`config.mk`:
```
export PLATFORM = sky130hd
export DESIGN_NAME = countdown_timer
export DESIGN_NICKNAME = d
export VERILOG_FILES = /design/src/rtl/countdown_timer.sv
export SDC_FILE = /design/constraint.sdc
export NUM_CORES = 1
export LEC_CHECK = 0
export ABC_CLOCK_PERIOD_IN_PS = 2850
export CORE_AREA = 2 2 61 91
export DETAILED_ROUTE_END_ITERATION = 12
export DIE_AREA = 0 0 63 93
export PLACE_DENSITY = 0.53
export REMOVE_ABC_BUFFERS = 1
export SLEW_MARGIN = 5
export SYNTH_ARGS = -nofsm -noshare
export SYNTH_HDL_FRONTEND = slang
export SYNTH_SLANG_ARGS = --single-unit
```
`constraint.sdc`:
```
create_clock -name clk_i -period 2.85 [get_ports clk_i]
set_clock_uncertainty 0.1 [all_clocks]
set_input_delay 0.285 -clock clk_i [delete_from_list [all_inputs] [get_ports clk_i]]
set_output_delay 0.285 -clock clk_i [all_outputs]
set_load 0.1 [all_outputs]
```
`src/rtl/countdown_timer.sv`:
```
// Preset minutes:seconds countdown timer with start/stop/clear control and a one-cycle done pulse.
// Define COUNTDOWN_AUTO_RELOAD_EN to reload the last loaded value on expiry instead of stopping.
module countdown_timer #(
    parameter int unsigned TICKS_PER_SEC = 1,
    parameter int unsigned MAX_MIN       = 99
) (
    input  logic       clk_i,
    input  logic       rst_ni,
    input  logic       load_i,
    input  logic [7:0] load_min_i,
    input  logic [5:0] load_sec_i,
    input  logic       start_i,
    input  logic       stop_i,
    input  logic       clear_i,
    output logic [7:0] minutes_o,
    output logic [5:0] seconds_o,
    output logic [1:0] status_o,
    output logic       done_o
);
    localparam int unsigned   PW      = (TICKS_PER_SEC > 1) ? $clog2(TICKS_PER_SEC) : 1;
    localparam logic [PW-1:0] PS_LAST = PW'(TICKS_PER_SEC - 1);

    typedef enum logic [1:0] {
        IDLE    = 2'b00,
        RUNNING = 2'b01,
        PAUSED  = 2'b10,
        EXPIRED = 2'b11
    } state_e;

    state_e        state_q, state_d;
    logic [7:0]    min_q, min_d;
    logic [5:0]    sec_q, sec_d;
    logic [PW-1:0] ps_q, ps_d;
    logic          done_q, done_d;
    logic          count_zero;
    logic          tick;
`ifdef COUNTDOWN_AUTO_RELOAD_EN
    logic [7:0]    shmin_q, shmin_d;
    logic [5:0]    shsec_q, shsec_d;
`endif

    function automatic logic [7:0] clamp_min(input logic [7:0] v);
        return (v > 8'(MAX_MIN)) ? 8'(MAX_MIN) : v;
    endfunction

    function automatic logic [5:0] clamp_sec(input logic [5:0] v);
        return (v > 6'd59) ? 6'd59 : v;
    endfunction

    assign count_zero = (min_q == 8'd0) && (sec_q == 6'd0);
    assign tick       = (ps_q == PS_LAST);

    always_comb begin
        state_d = state_q;
        min_d   = min_q;
        sec_d   = sec_q;
        ps_d    = ps_q;
        done_d  = 1'b0;
`ifdef COUNTDOWN_AUTO_RELOAD_EN
        shmin_d = shmin_q;
        shsec_d = shsec_q;
`endif
        if (clear_i) begin
            state_d = IDLE;
            min_d   = 8'd0;
            sec_d   = 6'd0;
            ps_d    = '0;
`ifdef COUNTDOWN_AUTO_RELOAD_EN
            shmin_d = 8'd0;
            shsec_d = 6'd0;
`endif
        end else if (load_i && (state_q != RUNNING)) begin
            state_d = IDLE;
            min_d   = clamp_min(load_min_i);
            sec_d   = clamp_sec(load_sec_i);
            ps_d    = '0;
`ifdef COUNTDOWN_AUTO_RELOAD_EN
            shmin_d = clamp_min(load_min_i);
            shsec_d = clamp_sec(load_sec_i);
`endif
        end else if (stop_i) begin
            // stop also masks a coincident start or tick
            if (state_q == RUNNING) state_d = PAUSED;
        end else if (state_q == RUNNING) begin
            if (tick) begin
                ps_d = '0;
                if (sec_q != 6'd0) begin
                    sec_d = sec_q - 6'd1;
                end else begin
                    sec_d = 6'd59;
                    min_d = min_q - 8'd1;
                end
                // only 0:01 can step to 0:00; m:00 always borrows to (m-1):59
                if ((min_q == 8'd0) && (sec_q == 6'd1)) begin
                    done_d = 1'b1;
`ifdef COUNTDOWN_AUTO_RELOAD_EN
                    if ((shmin_q != 8'd0) || (shsec_q != 6'd0)) begin
                        min_d = shmin_q;
                        sec_d = shsec_q;
                    end else begin
                        state_d = EXPIRED;
                    end
`else
                    state_d = EXPIRED;
`endif
                end
            end else begin
                ps_d = ps_q + 1'b1;
            end
        end else if (start_i && !count_zero && ((state_q == IDLE) || (state_q == PAUSED))) begin
            state_d = RUNNING;
        end
    end

    always_ff @(posedge clk_i or negedge rst_ni) begin
        if (!rst_ni) begin
            state_q <= IDLE;
            min_q   <= 8'd0;
            sec_q   <= 6'd0;
            ps_q    <= '0;
            done_q  <= 1'b0;
`ifdef COUNTDOWN_AUTO_RELOAD_EN
            shmin_q <= 8'd0;
            shsec_q <= 6'd0;
`endif
        end else begin
            state_q <= state_d;
            min_q   <= min_d;
            sec_q   <= sec_d;
            ps_q    <= ps_d;
            done_q  <= done_d;
`ifdef COUNTDOWN_AUTO_RELOAD_EN
            shmin_q <= shmin_d;
            shsec_q <= shsec_d;
`endif
        end
    end

    assign minutes_o = min_q;
    assign seconds_o = sec_q;
    assign status_o  = state_q;
    assign done_o    = done_q;
endmodule

```
; ---- After elaboration in Yosys (flattened, before gate mapping)
; Index checks and enable logic that the tools add are counted.
[totals]
reg_bits = 18
latchBits = 0
ram_bits = 0
romBits = 0
inputBits = 20
output_inout_bits = 17
elab_cells = 70
n_memories = 0
[classes]
n_addsub = 3
n_mul = 0
n_div = 0
magnitude_cmp = 2
n_eq_ne = 10
shifts = 0
muxes = 33
bitwise = 0
reduce_logical = 17
[op_table]
columns = operator, count
row1 = 8-bit two-way mux, 7
row2 = 6-bit two-way mux, 7
row3 = 2-bit two-way mux, 8
row4 = 1-bit two-way mux, 11
row5 = "8-bit by 7-bit > comparator with 1-bit output, second input constant", 1
row6 = 8-bit zero test, 1
row7 = 4-bit AND reduction, 2
row8 = "8-bit by 1-bit subtractor with 8-bit output, second input constant", 1
row9 = "6-bit by 1-bit equality test with 1-bit output, second input constant", 1
row10 = "6-bit > comparator, second input constant", 1
row11 = 6-bit zero test, 1
row12 = 6-bit nonzero test, 1
row13 = "6-bit by 1-bit subtractor with 6-bit output, second input constant", 1
row14 = 1-bit logical AND, 5
row15 = "5-bit by 4-bit inequality test with 1-bit output, second input constant", 1
row16 = "5-bit inequality test, second input constant", 1
row17 = "4-bit by 1-bit inequality test with 1-bit output, second input constant", 1
row18 = 4-bit nonzero test, 1
row19 = "3-bit by 1-bit inequality test with 1-bit output, second input constant", 1
row20 = "3-bit by 2-bit inequality test with 1-bit output, second input constant", 1
row21 = "3-bit inequality test, second input constant", 1
row22 = 3-bit AND reduction, 1
row23 = 3-bit nonzero test, 1
row24 = "2-bit by 1-bit equality test with 1-bit output, second input constant", 1
row25 = other kinds (7), 7

; ---- Longest topological paths before layout
; Gate-level depths: netlist of the first run.
[depth]
word_depth = 10
depth_mapped = 6
mapped_depth_nobuf = 6

; ---- Worst setup path after synthesis of the first run
; Ideal clock, no wire load.
[synth_timing]
path_type = reg2reg
from = register state_q[0], in the netlist status_o[0]
to = register min_q[6], in the netlist minutes_o[6]
setup_ns = 0.100
arrival_ns = 2.331
t_required_ns = 2.650
path_slack_ns = 0.320
path_stages_with_launch = 5
path_buffers = 0
synth_period_minus_slack_ns = 2.530
path_cell_list = dfrtp_1 -> nor3b_2 -> nand3_1 -> or4_1 -> a311oi_1
[synth_via]
elab_chain_cells = 4
elab_cells_between_ends = 10
classes_between = 5 x eq/ne / 2 x mux / 3 x reduce/logical
[synth_rtl]
columns = element, line
row1 = "start, declared", 30  ; state_e state_q, state_d;
row2 = "start signal, assigned", 127  ; state_q <= state_d;
row3 = 2-bit by 1-bit inequality test with 1-bit output, 72  ; end else if (load_i && (state_q != RUNNING)) begin
row4 = 1-bit logical AND, 72
row5 = "3-bit inequality test (no source line), or another cell as far along", n/a
row6 = 4-bit AND reduction (no source line) or 8-bit two-way mux (tied branches), n/a
row7 = "end signal, assigned", 128  ; min_q <= min_d;
row8 = "end, declared", 31  ; logic [7:0] min_q, min_d;
; Parallel ways exist; a longest one is shown, timed or not.
; A chain may end at the register's enable or synchronous reset.

; ---- Final worst setup path of the first run
[layout_timing]
from = register sec_q[4], in the netlist seconds_o[4]
to = register min_q[6], in the netlist minutes_o[6]
[layout_via]
elab_chain_cells = 3
[layout_rtl]
columns = element, line
row1 = "start, declared", 32  ; logic [5:0] sec_q, sec_d;
row2 = "start signal, assigned", 119  ; sec_q <= 6'd0;
row3 = "start signal, assigned", 129  ; sec_q <= sec_d;
row4 = 6-bit nonzero test, 87  ; if (sec_q != 6'd0) begin
row5 = 3-bit inequality test (no source line), n/a
row6 = 4-bit AND reduction (no source line), n/a
; Every way passes these cells.

==> results of run 1 <==
-- stage by stage --
step / util [%] / std cells
4_1_cts: 34.2 / 248
5_1_grt: 34.2 / 248
3_5_place_dp: 33.3 / 244
6_report: 34.2 / 248
2_1_floorplan: - / 135
3_3_place_gp: 33.3 / 244
-- cell families after synthesis --
family | Yosys count | synth area share, %
simple gates | 54 | 25.8
compound gates | 48 | 29.8
flops | 17 | 33.5
buf+inv | 12 | 3.74
fa+ha+maj | 5 | 4.92
mux | 2 | 1.57
xor+xnor | 1 | 0.689
-- layer usage --
layer	vias up	share of wire [%]	GRT usage [%]	wire length, µm
li1	637	-	-	-
met1	638	42	16.4	1650
met2	43	53	25.8	2100
met3	4	4.4	1.93	173
met4	0	0.68	4.26	27
met5	-	0	0	0
-- Yosys cell counts (2+ instances only) --
| cell type | number |
|---|---|
| nor3_1 | 7 |
| a21o_1 | 2 |
| a2bb2oi_1 | 2 |
| nand3b_1 | 2 |
| a21oi_1 | 4 |
| a22o_1 | 4 |
| inv_1 | 8 |
| a32o_1 | 6 |
| mux2i_1 | 2 |
| o211ai_1 | 3 |
| or3_1 | 4 |
| o31ai_1 | 5 |
| buf_2 | 2 |
| nand2_1 | 10 |
| nand3_1 | 4 |
| dfrtp_1 | 17 |
| nor2_1 | 6 |
| a22oi_1 | 2 |
| ha_1 | 5 |
| clkbuf_1 | 2 |
| nand4_1 | 2 |
| o2bb2ai_1 | 3 |
| or4_1 | 6 |
| nor2b_1 | 3 |
| o21ai_0 | 4 |
-- worst register-to-register path: cells and delay by family (launching register included) --
kind	cells	cell delay (ns)
and+or+nand+nor	3	1.21
DFF	1	0.49
AOI/OAI and AO/OA	1	0.26
-- state kept, by name (all words and copies together) (netlist names) --
register	count
minutes_o	8
status_o	2
done_o	1
seconds_o	6
-- power breakdown --
group	internal, mW	total [mW]	switching [mW]
Combinational	0.157	0.475	0.318
Clock	0.0972	0.187	0.0898
Sequential	0.264	0.310	0.0459
Total	0.518	0.972	0.454
-- layout make-up --
class                      count  area, µm²
inverter                       8       30.0
tap                           68       85.1
sequential                    17        425
clock buffer                   3       41.3
fill                         558       3340
clock inverter                 1       5.00
timing repair buffer          41        355
multi-input combinational    110        798
-- path summary, 6_finish.rpt --
check / startpoint / end / cells after the start
worst max-delay path: seconds_o[4] / minutes_o[6] / 4
worst min-delay path: rst_ni / status_o[1] / 1
worst max register to register: seconds_o[4] / minutes_o[6] / 4
worst min register to register: minutes_o[5] / minutes_o[5] / 1
max in group asynchronous: rst_ni / minutes_o[1] / 1
min in group clk_i: minutes_o[5] / minutes_o[5] / 1
-- cells in the final DEF, fill, tap and decap left out, types with 2 or more instances in the layout --
cell             netlist  layout
a21o_1                 2       2
nand4_1                2       2
nor2_1                 6       6
mux2i_1                2       2
ha_1                   5       5
clkbuf_8               0       3
clkdlybuf4s50_1        0      19
a22o_1                 4       4
a22oi_1                2       2
buf_4                  0      22
nor3_1                 7       7
inv_1                  8       8
a21oi_1                4       4
nand2_1               10      10
dfrtp_1               17      17
or4_1                  6       6
o2bb2ai_1              3       3
nand3b_1               2       2
a32o_1                 6       6
o211ai_1               3       3
or3_1                  4       4
nor2b_1                3       3
a2bb2oi_1              2       2
o31ai_1                5       5
nand3_1                4       4
o21ai_0                4       4
==> summary.md, run 1 <==
| Metric | Value |
|---|---|
| Post-synth cell types | `49` |
| GPL Wtd Cong | `0.812` |
| Outcome | `finished clean` |
| Async S/R FF share, synth | `100%` |
| Starting Density | `between 20 and 25%` |
| CP top delay family | `simple AND/OR/NAND/NOR gates` |
| Final critical-path share of the clock period | `75.8%` |
| First DRT Iteration DRCs | `82` |
| Fin worst setup slack | `~0.7 ns` |
| Clock latency on the worst-skew pair | `0.25 ns` |
| Required @ worst endpoint | `2.91 ns` |
| Die area | `0.00586 mm²` |
| GRT Total Usage | `13.9%` |
| ANT cells | `0` |
| RSZ-0062 raised after global routing | `no` |
| Post-CTS Hold Fix Bufs | `0` |
| CTS tree | `done` |
| CP max stage delay | `0.53 ns` |
| Yosys reg bits | `17` |
| Worst setup EP type | `register` |
| Synth Warn # | `0` |
| Pre-CTS setup slack | `around 0.51 ns` |
| Maximum fanout along the worst path | `9` |
| Worst R2R Setup Slack | `0.69 ns` |
| Wire per inst | `15.9 µm` |
| Vias | `~1300` |
| Drt total wl | `3960 µm` |
| Max Buffers Root-to-Sink | `2` |
| Die W | `63 µm` |
| Crit Path Category | `register to register` |
| TritonRoute pass-1 iters | `4` |
| CP arrival | `between 2 and 2.5 ns` |
| Die H | `93 µm` |
| Leak pwr | `approximately 0.73 nW` |
| Pwr Total | `0.972 mW` |
| Top cell type by total area after synthesis | `dfrtp_1` |
| Ports | `37` |
| Startpoint types | `register` |
| WP buf/inv | `0` |
| HPWL after DPL | `3110 µm` |
| Number of nets in the layout | `between 200 and 250` |
| Worst-path clk slew | `0.07 ns` |
| Final hold violations | `0` |
| Pwr dens | `559 mW/mm²` |
| Crit-path cells | `nor4_4 -> nand3_1 -> or4_1 -> a311oi_1` |
| Yosys top cell area share | `33.5%` |
| Final setup violation count | `0` |
| Rel. slew slack | `between 40% and 50%` |
| Largest net degree at the start of global routing | `18` |
| Std cell rows | `32` |
| Setup Fix Bufs, Post-CTS | `0` |
| Peak VDD IR | `0.318 mV` |
| Maximum clock frequency | `463 MHz` |
| Antenna violations before repair | `0` |
| Number of flops mapped to enable cells by yosys | `0` |
| CTS Buf Count | `3` |
| Post-CTS Resized | `0` |
| Max Slew Vio Count | `0` |
| Finished Cell Area | `0.00174 mm²` |
| DRC Markers | `0` |
| Synth Cell Area | `about 0.0013 mm²` |
| Vias in the first global route | `1335` |
| Mean Syn Cell Area | `9.15 µm²` |
| Final setup TNS | `0 ns` |
| Clock sinks | `17` |
| Post-synthesis sequential area ratio | `33.5%` |
| Maxcap violations | `0` |
| CTS Root Cell | `clkbuf_8` |
| Synth area leaders | `dfrtp_1 33%, ha_1 4.9%, a32o_1 4.7%, or4_1 3.5%, nand2_1 3.0%` |
| Hold Path Class | `primary input to async pin` |
| Post-synth top flop | `dfrtp_1` |
| Area Overhead vs Synth | `36.9%` |
| Min cycle time layout | `2.16 ns` |
| Core area | `0.00508 mm²` |
| Fin Hold WS | `around 0.41 ns` |
| Area after DPL | `0.00169 mm²` |
| Worst path slowest cell | `or4_1` |
| Port Buf Inserts | `36` |
| Actual transition at the worst max-transition pin | `~0.84 ns` |
| Post-Synthesis Cells | `139` |
| Vias/cell | `5.33` |
| Total gr overflow | `0` |
| First-pass GRT wire length | `approximately 6500 µm` |
| Layout cells sized above 1 | `17.2%` |
| ANT nets after route | `0` |
| H-tree depth | `1` |
No activity file was read; power rests on OpenSTA's default activity.
==> inputs of run 2 (changes only) <==
Settings changed: ABC_CLOCK_PERIOD_IN_PS 2850 to 1850, PLACE_DENSITY 0.53 to 0.54.
Clock period 2.85 ns to 1.85 ns, I/O delays scaled along.
==> run 2 against run 1 <==
The flow now finishes with violations (setup timing). Worst setup slack worse by 0.83 ns. Via count up 21%. Critical path depth up 2. Largest power group unchanged. Highest routed layer unchanged. Count of clock-buffer cells in the layout up 1. Sequential cell count unchanged. Critical path type unchanged.
==> summary.md, run 2 (same netlist as run 1, synthesis figures left out) <==
| Metric | Value |
|---|---|
| ANT cells | `0 (unchanged)` |
| M1 GR Usage | `18.9% (+2.5 points)` |
| First DRT Iteration DRCs | `87 (+6.1%)` |
| Final hold violations | `0 (unchanged)` |
| Worst setup EP type | `register` |
| CTS tree | `done` |
| Pint | `1.10 mW (+110%)` |
| GPL Wtd Cong | `0.996 (+23%)` |
| GR peak layer | `met2` |
| Failing checks | `setup timing` |
| CTS Root Cell | `clkbuf_8` |
| Final setup TNS | `-0.489 ns (-0.489 ns)` |
| Clock network power share | `14.6% (-4.6 points)` |
| Worst-path clk slew | `0.07 ns (about the same)` |
| Rel. slew slack | `65.0% (+21 points)` |
| TritonRoute pass-1 iters | `5 (+1)` |
| Largest register FFs | `8 (unchanged)` |
| Port Buf Inserts | `36 (unchanged)` |
| Final setup violation count | `5 (+5)` |
| Pwr dens | `792 mW/mm² (+42%)` |
| Clock latency on the worst-skew pair | `0.25 ns (about the same)` |
| End of the worst register-to-register path | `status_o[1]` |
| M3 GR Usage | `2.65% (+0.72 points)` |
| Required @ worst endpoint | `1.91 ns (-1.00 ns)` |
| Core area | `0.00508 mm² (unchanged)` |
| Final critical-path share of the clock period | `108% (+32 points)` |
| Sw Ratio | `42.5% (-4.2 points)` |
| Antenna violations before repair | `0 (unchanged)` |
| Std cell rows | `32 (unchanged)` |
| Maximum clock frequency | `503 MHz (+8.6%)` |
| DRC Markers | `0 (unchanged)` |
| Post-CTS Hold Fix Bufs | `0 (unchanged)` |
| Starting Density | `25.0% (unchanged)` |
| Number of nets in the layout | `254 (+23%)` |
| Ports | `37 (unchanged)` |
| Vias in the first global route | `1696 (+27%)` |
| CTS Buf Count | `3 (unchanged)` |
| P_sw | `0.813 mW (+79%)` |
| Vias | `1594 (+21%)` |
| CP arrival | `2.05 ns (-0.17 ns)` |
| Die H | `93 µm (unchanged)` |
| Startpoint types | `register` |
| Placed Instances | `287 (+18%)` |
| Most frequent cells in the layout | `53 x buf_4, 19 x clkdlybuf4s50_1, 16 x dfrtp_1, 14 x buf_12, 9 x nand2_1` |
| First-pass GRT wire length | `8400 µm (+28%)` |
| Hold Path Class | `primary input to async pin` |
| GRT Total Usage | `18.1% (+4.2 points)` |
| Max Buffers Root-to-Sink | `2 (unchanged)` |
| Area Overhead vs Synth | `89.9%` |
| Clock sinks | `17 (unchanged)` |
| H-tree depth | `1 (unchanged)` |
| Vias/cell | `5.39 (+1.0%)` |
| Most common cell after layout, fill and taps aside | `buf_4` |
| Outcome | `finished with violations` |
| Worst reg2reg path depth | `6 (+2)` |
| Maxcap violations | `0 (unchanged)` |
| Maximum fanout along the worst path | `4 (-5)` |
| Wire per inst | `17.5 µm (+9.9%)` |
| Worst R2R Start | `minutes_o[5]` |
| Leak pwr | `1.05 nW (+43%)` |
| Die area | `0.00586 mm² (unchanged)` |
| Fin worst setup slack | `-0.140 ns (-0.829 ns)` |
| Drt total wl | `5190 µm (+31%)` |
| Layout cells sized above 1 | `43.9% (+27 points)` |
| Max Slew Vio Count | `0 (unchanged)` |
| Worst R2R Setup Slack | `-0.14 ns (-0.83 ns)` |
| Grt met2 use | `33.9% (+8.1 points)` |
| RSZ-0062 raised after global routing | `yes` |
| ANT nets after route | `0 (unchanged)` |
| HPWL after DPL | `3970 µm (+28%)` |
| Actual transition at the worst max-transition pin | `0.522 ns (-0.318 ns)` |
| Pwr Total | `1.91 mW (+97%)` |
| Comb pwr share | `62.0% (+13 points)` |
| Largest net degree at the start of global routing | `18 (unchanged)` |
| Min cycle time layout | `1.99 ns (-0.171 ns)` |
| Pre-CTS setup slack | `-0.175 ns (-0.687 ns)` |
| Crit Path Category | `register to register` |
| Die W | `63 µm (unchanged)` |
| Non-filler cells in the finished layout | `296 (+19%)` |
| Total gr overflow | `0 (unchanged)` |
| Seq pwr share | `23.5% (-8.4 points)` |
| Peak VDD IR | `0.371 mV (+17%)` |
==> run 2: per-layer routing <==
layer  wire length (µm)  vias up
met5                  0        -
met4                209        0
met3                247       14
met2               2820       67
met1               1910      774
li1                   -      739
==> run 2: timing repair <==
| item | in CTS | in global routing |
|---|---|---|
| setup endpoints to repair | 14 | 13 |
| pin swaps | 6 | 11 |
| hold endpoints to repair | 0 | 0 |
| gates resized for setup | 13 | 19 |
| setup buffers | 3 | 2 |
==> run 2: worst max-delay path: stages, from the launching register on <==
cell     delay (ns)
dfrtp_1        0.39
or4_4          0.55
buf_6          0.14
nor4b_4        0.23
buf_4          0.17
a31oi_1        0.09
o32ai_2        0.24
==> run 2: stage by stage <==
stage          util [%]  cell area (µm²)  hold slack (ns)
3_3_place_gp       43.1             2190            0.440
4_1_cts            45.5             2320            0.177
2_1_floorplan         -             1250           -0.211
5_1_grt            47.5             2410            0.199
3_5_place_dp       43.1             2190            0.437
6_report           47.5             2410            0.173
==> run 2: power groups by stage <==
stage               sequential (mW)  clock, mW  combinational, mW
floorplan                     0.729          0              0.260
global placement              0.448          0               1.03
detailed placement            0.452          0               1.04
CTS                           0.445      0.290               1.10
global route                  0.453      0.302               1.25
finish                        0.449      0.279               1.18
==> run 2: how the worst max path moves through the flow <==
stage | cells after the start | to | slack (ns) | start
after floorplan | 4 | seconds_o[5] | -0.91 | status_o[0]
after global routing | 6 | status_o[1] | -0.27 | minutes_o[5]
final | 6 | status_o[1] | -0.14 | minutes_o[5]
after global placement | 5 | minutes_o[5] | -0.14 | load_i
after detailed placement | 6 | status_o[1] | -0.18 | minutes_o[5]
after CTS | 4 | minutes_o[7] | -0.11 | minutes_o[5]
==> run 2: final cells by class <==
cell class | count | area [µm²]
well taps | 68 | 85.1
clock buffers | 4 | 45.0
multi-input cells | 110 | 925
flip-flops and latches | 17 | 427
fillers | 515 | 2670
inverters | 8 | 30.0
repair buffers | 89 | 902
==> inputs of run 3 (changes only) <==
Settings changed: GPL_ROUTABILITY_DRIVEN from default to 0.
==> run 3 against run 2 <==
Total power shrank 1.5%. Critical path depth decreased by 2. The run still ends with setup timing left. Global-route usage down 0.61 points. Combinational power hardly changed. Sequential cell count unchanged. Via count is 1.9% lower. Critical endpoint is now minutes_o[7]. Hold slack worse by 0.011 ns. Sequential share of layout area increased by 0.15 points. Clock power is essentially flat.
==> summary.md, run 3 (same netlist as run 1, synthesis figures left out) <==
| Metric | Value |
|---|---|
| CTS Root Cell | `clkbuf_8` |
| Most common cell after layout, fill and taps aside | `buf_4` |
| Pwr dens | `787 mW/mm² (-0.63%)` |
| Hold Path Class | `primary input to async pin` |
| Std cell rows | `32 (unchanged)` |
| Maximum fanout along the worst path | `2 (-2)` |
| Final critical-path share of the clock period | `111% (+3.2 points)` |
| CP arrival | `2.14 ns (+0.09 ns)` |
| Clock latency on the worst-skew pair | `0.25 ns (about the same)` |
| RSZ-0062 raised after global routing | `yes` |
| Clock sinks | `17 (unchanged)` |
| Area Overhead vs Synth | `88.3%` |
| CTS Buf Count | `3 (unchanged)` |
| Actual transition at the worst max-transition pin | `0.429 ns (-0.0932 ns)` |
| Fin Hold WS | `0.163 ns (-0.0106 ns)` |
| Max Buffers Root-to-Sink | `2 (unchanged)` |
| ANT nets after route | `0 (unchanged)` |
| Drt total wl | `5040 µm (-2.9%)` |
| Final setup violation count | `5 (unchanged)` |
| Die H | `93 µm (unchanged)` |
| Fin worst setup slack | `-0.199 ns (-0.0586 ns)` |
| Ports | `37 (unchanged)` |
| Vias in the first global route | `1672 (-1.4%)` |
| First-pass GRT wire length | `8050 µm (-4.2%)` |
| Total gr overflow | `0 (unchanged)` |
| Vias/cell | `5.30 (-1.5%)` |
| GRT Total Usage | `17.5% (-0.61 points)` |
| TritonRoute pass-1 iters | `4 (-1)` |
| Required @ worst endpoint | `1.94 ns (+0.03 ns)` |
| Maxcap violations | `0 (unchanged)` |
| Placed Instances | `287 (unchanged)` |
| Outcome | `finished with violations` |
| HPWL after DPL | `3850 µm (-3.1%)` |
| Worst-path clk slew | `0.07 ns (about the same)` |
| Port Buf Inserts | `36 (unchanged)` |
| Rel. slew slack | `71.2% (+6.1 points)` |
| Layout cells sized above 1 | `44.1% (+0.19 points)` |
| First DRT Iteration DRCs | `67 (-23%)` |
| Final hold violations | `0 (unchanged)` |
| Maximum clock frequency | `488 MHz (-2.9%)` |
| Leak pwr | `1.04 nW (-0.98%)` |
| Min cycle time layout | `2.05 ns (+0.0586 ns)` |
| Die W | `63 µm (unchanged)` |
| Core area | `0.00508 mm² (unchanged)` |
| Starting Density | `25.0% (unchanged)` |
| Number of nets in the layout | `253 (-0.39%)` |
| Peak VDD IR | `0.406 mV (+9.4%)` |
| Worst reg2reg path depth | `4 (-2)` |
| Worst R2R Start | `minutes_o[4]` |
| H-tree depth | `1 (unchanged)` |
| Worst setup EP type | `register` |
| ANT cells | `0 (unchanged)` |
| CTS tree | `done` |
| Non-filler cells in the finished layout | `295 (-0.34%)` |
| Largest net degree at the start of global routing | `18 (unchanged)` |
| Crit Path Category | `register to register` |
| Worst setup path startpoint | `minutes_o[4]` |
| Die area | `0.00586 mm² (unchanged)` |
| Failing checks | `setup timing` |
| Vias | `1564 (-1.9%)` |
| Wire per inst | `17.1 µm (-2.6%)` |
| Antenna violations before repair | `0 (unchanged)` |
| DRC Markers | `0 (unchanged)` |
| Pre-CTS setup slack | `-0.203 ns (-0.0284 ns)` |
| Largest register FFs | `8 (unchanged)` |
| Max Slew Vio Count | `0 (unchanged)` |
| Most frequent cells in the layout | `54 x buf_4, 19 x clkdlybuf4s50_1, 16 x dfrtp_1, 14 x buf_12, 10 x nand2_1` |
| Startpoint types | `register` |
-- run 3: timing repair --
item                                    4_1_cts  5_1_grt
hold buffers                                  0        0
pin swaps                                     6       12
endpoints found under the setup margin       11       15
gates resized for setup                      14       16
setup buffers                                 0        5
-- run 3: per-layer routing --
| metal | GRT usage, % | up-vias | share of wire, % |
|---|---|---|---|
| met3 | 2.89 | 18 | 5.2 |
| met1 | 18.4 | 739 | 38 |
| met2 | 32.6 | 72 | 52 |
| met5 | 0 | - | 0 |
| met4 | 9.63 | 0 | 5.0 |
| li1 | - | 735 | - |
-- run 3: worst paths after layout --
path                                endpoint  slack, ns
worst max-delay path            minutes_o[7]      -0.20
min in group clk_i               status_o[0]       0.49
worst max register to register  minutes_o[7]      -0.20
worst min register to register   status_o[0]       0.49
worst min-delay path             status_o[0]       0.16
max in group asynchronous       seconds_o[5]       1.26
-- run 3: final cells by class --
type / instances / area, µm²
well taps: 68 / 85.1
clock buffers: 4 / 45.0
repair buffers: 88 / 887
flip-flops and latches: 17 / 427
multi-input cells: 110 / 920
fillers: 485 / 2690
inverters: 8 / 30.0
-- run 3: critical path, stage by stage, from the launching register on --
cell,delay [ns]
dfrtp_1,0.39
or4_4,0.56
or3_4,0.35
or4_4,0.43
a21boi_2,0.15
-- run 3: power breakdown --
part | internal [mW] | total (mW) | switching, mW
clock | 0.153 | 0.281 | 0.128
combinational | 0.518 | 1.16 | 0.637
sequential | 0.408 | 0.449 | 0.0405
-- run 3: metrics by stage --
stage,util [%],instance area [µm²],total power [mW],setup TNS (ns)
after floorplan,-,1250,0.988,-12.49
after global placement,43.1,2190,1.48,-0.797
after detailed placement,43.1,2190,1.49,-1.39
after CTS,45.3,2300,1.83,-0.423
after global routing,47.1,2390,1.98,-0.870
final,47.1,2390,1.88,-0.577
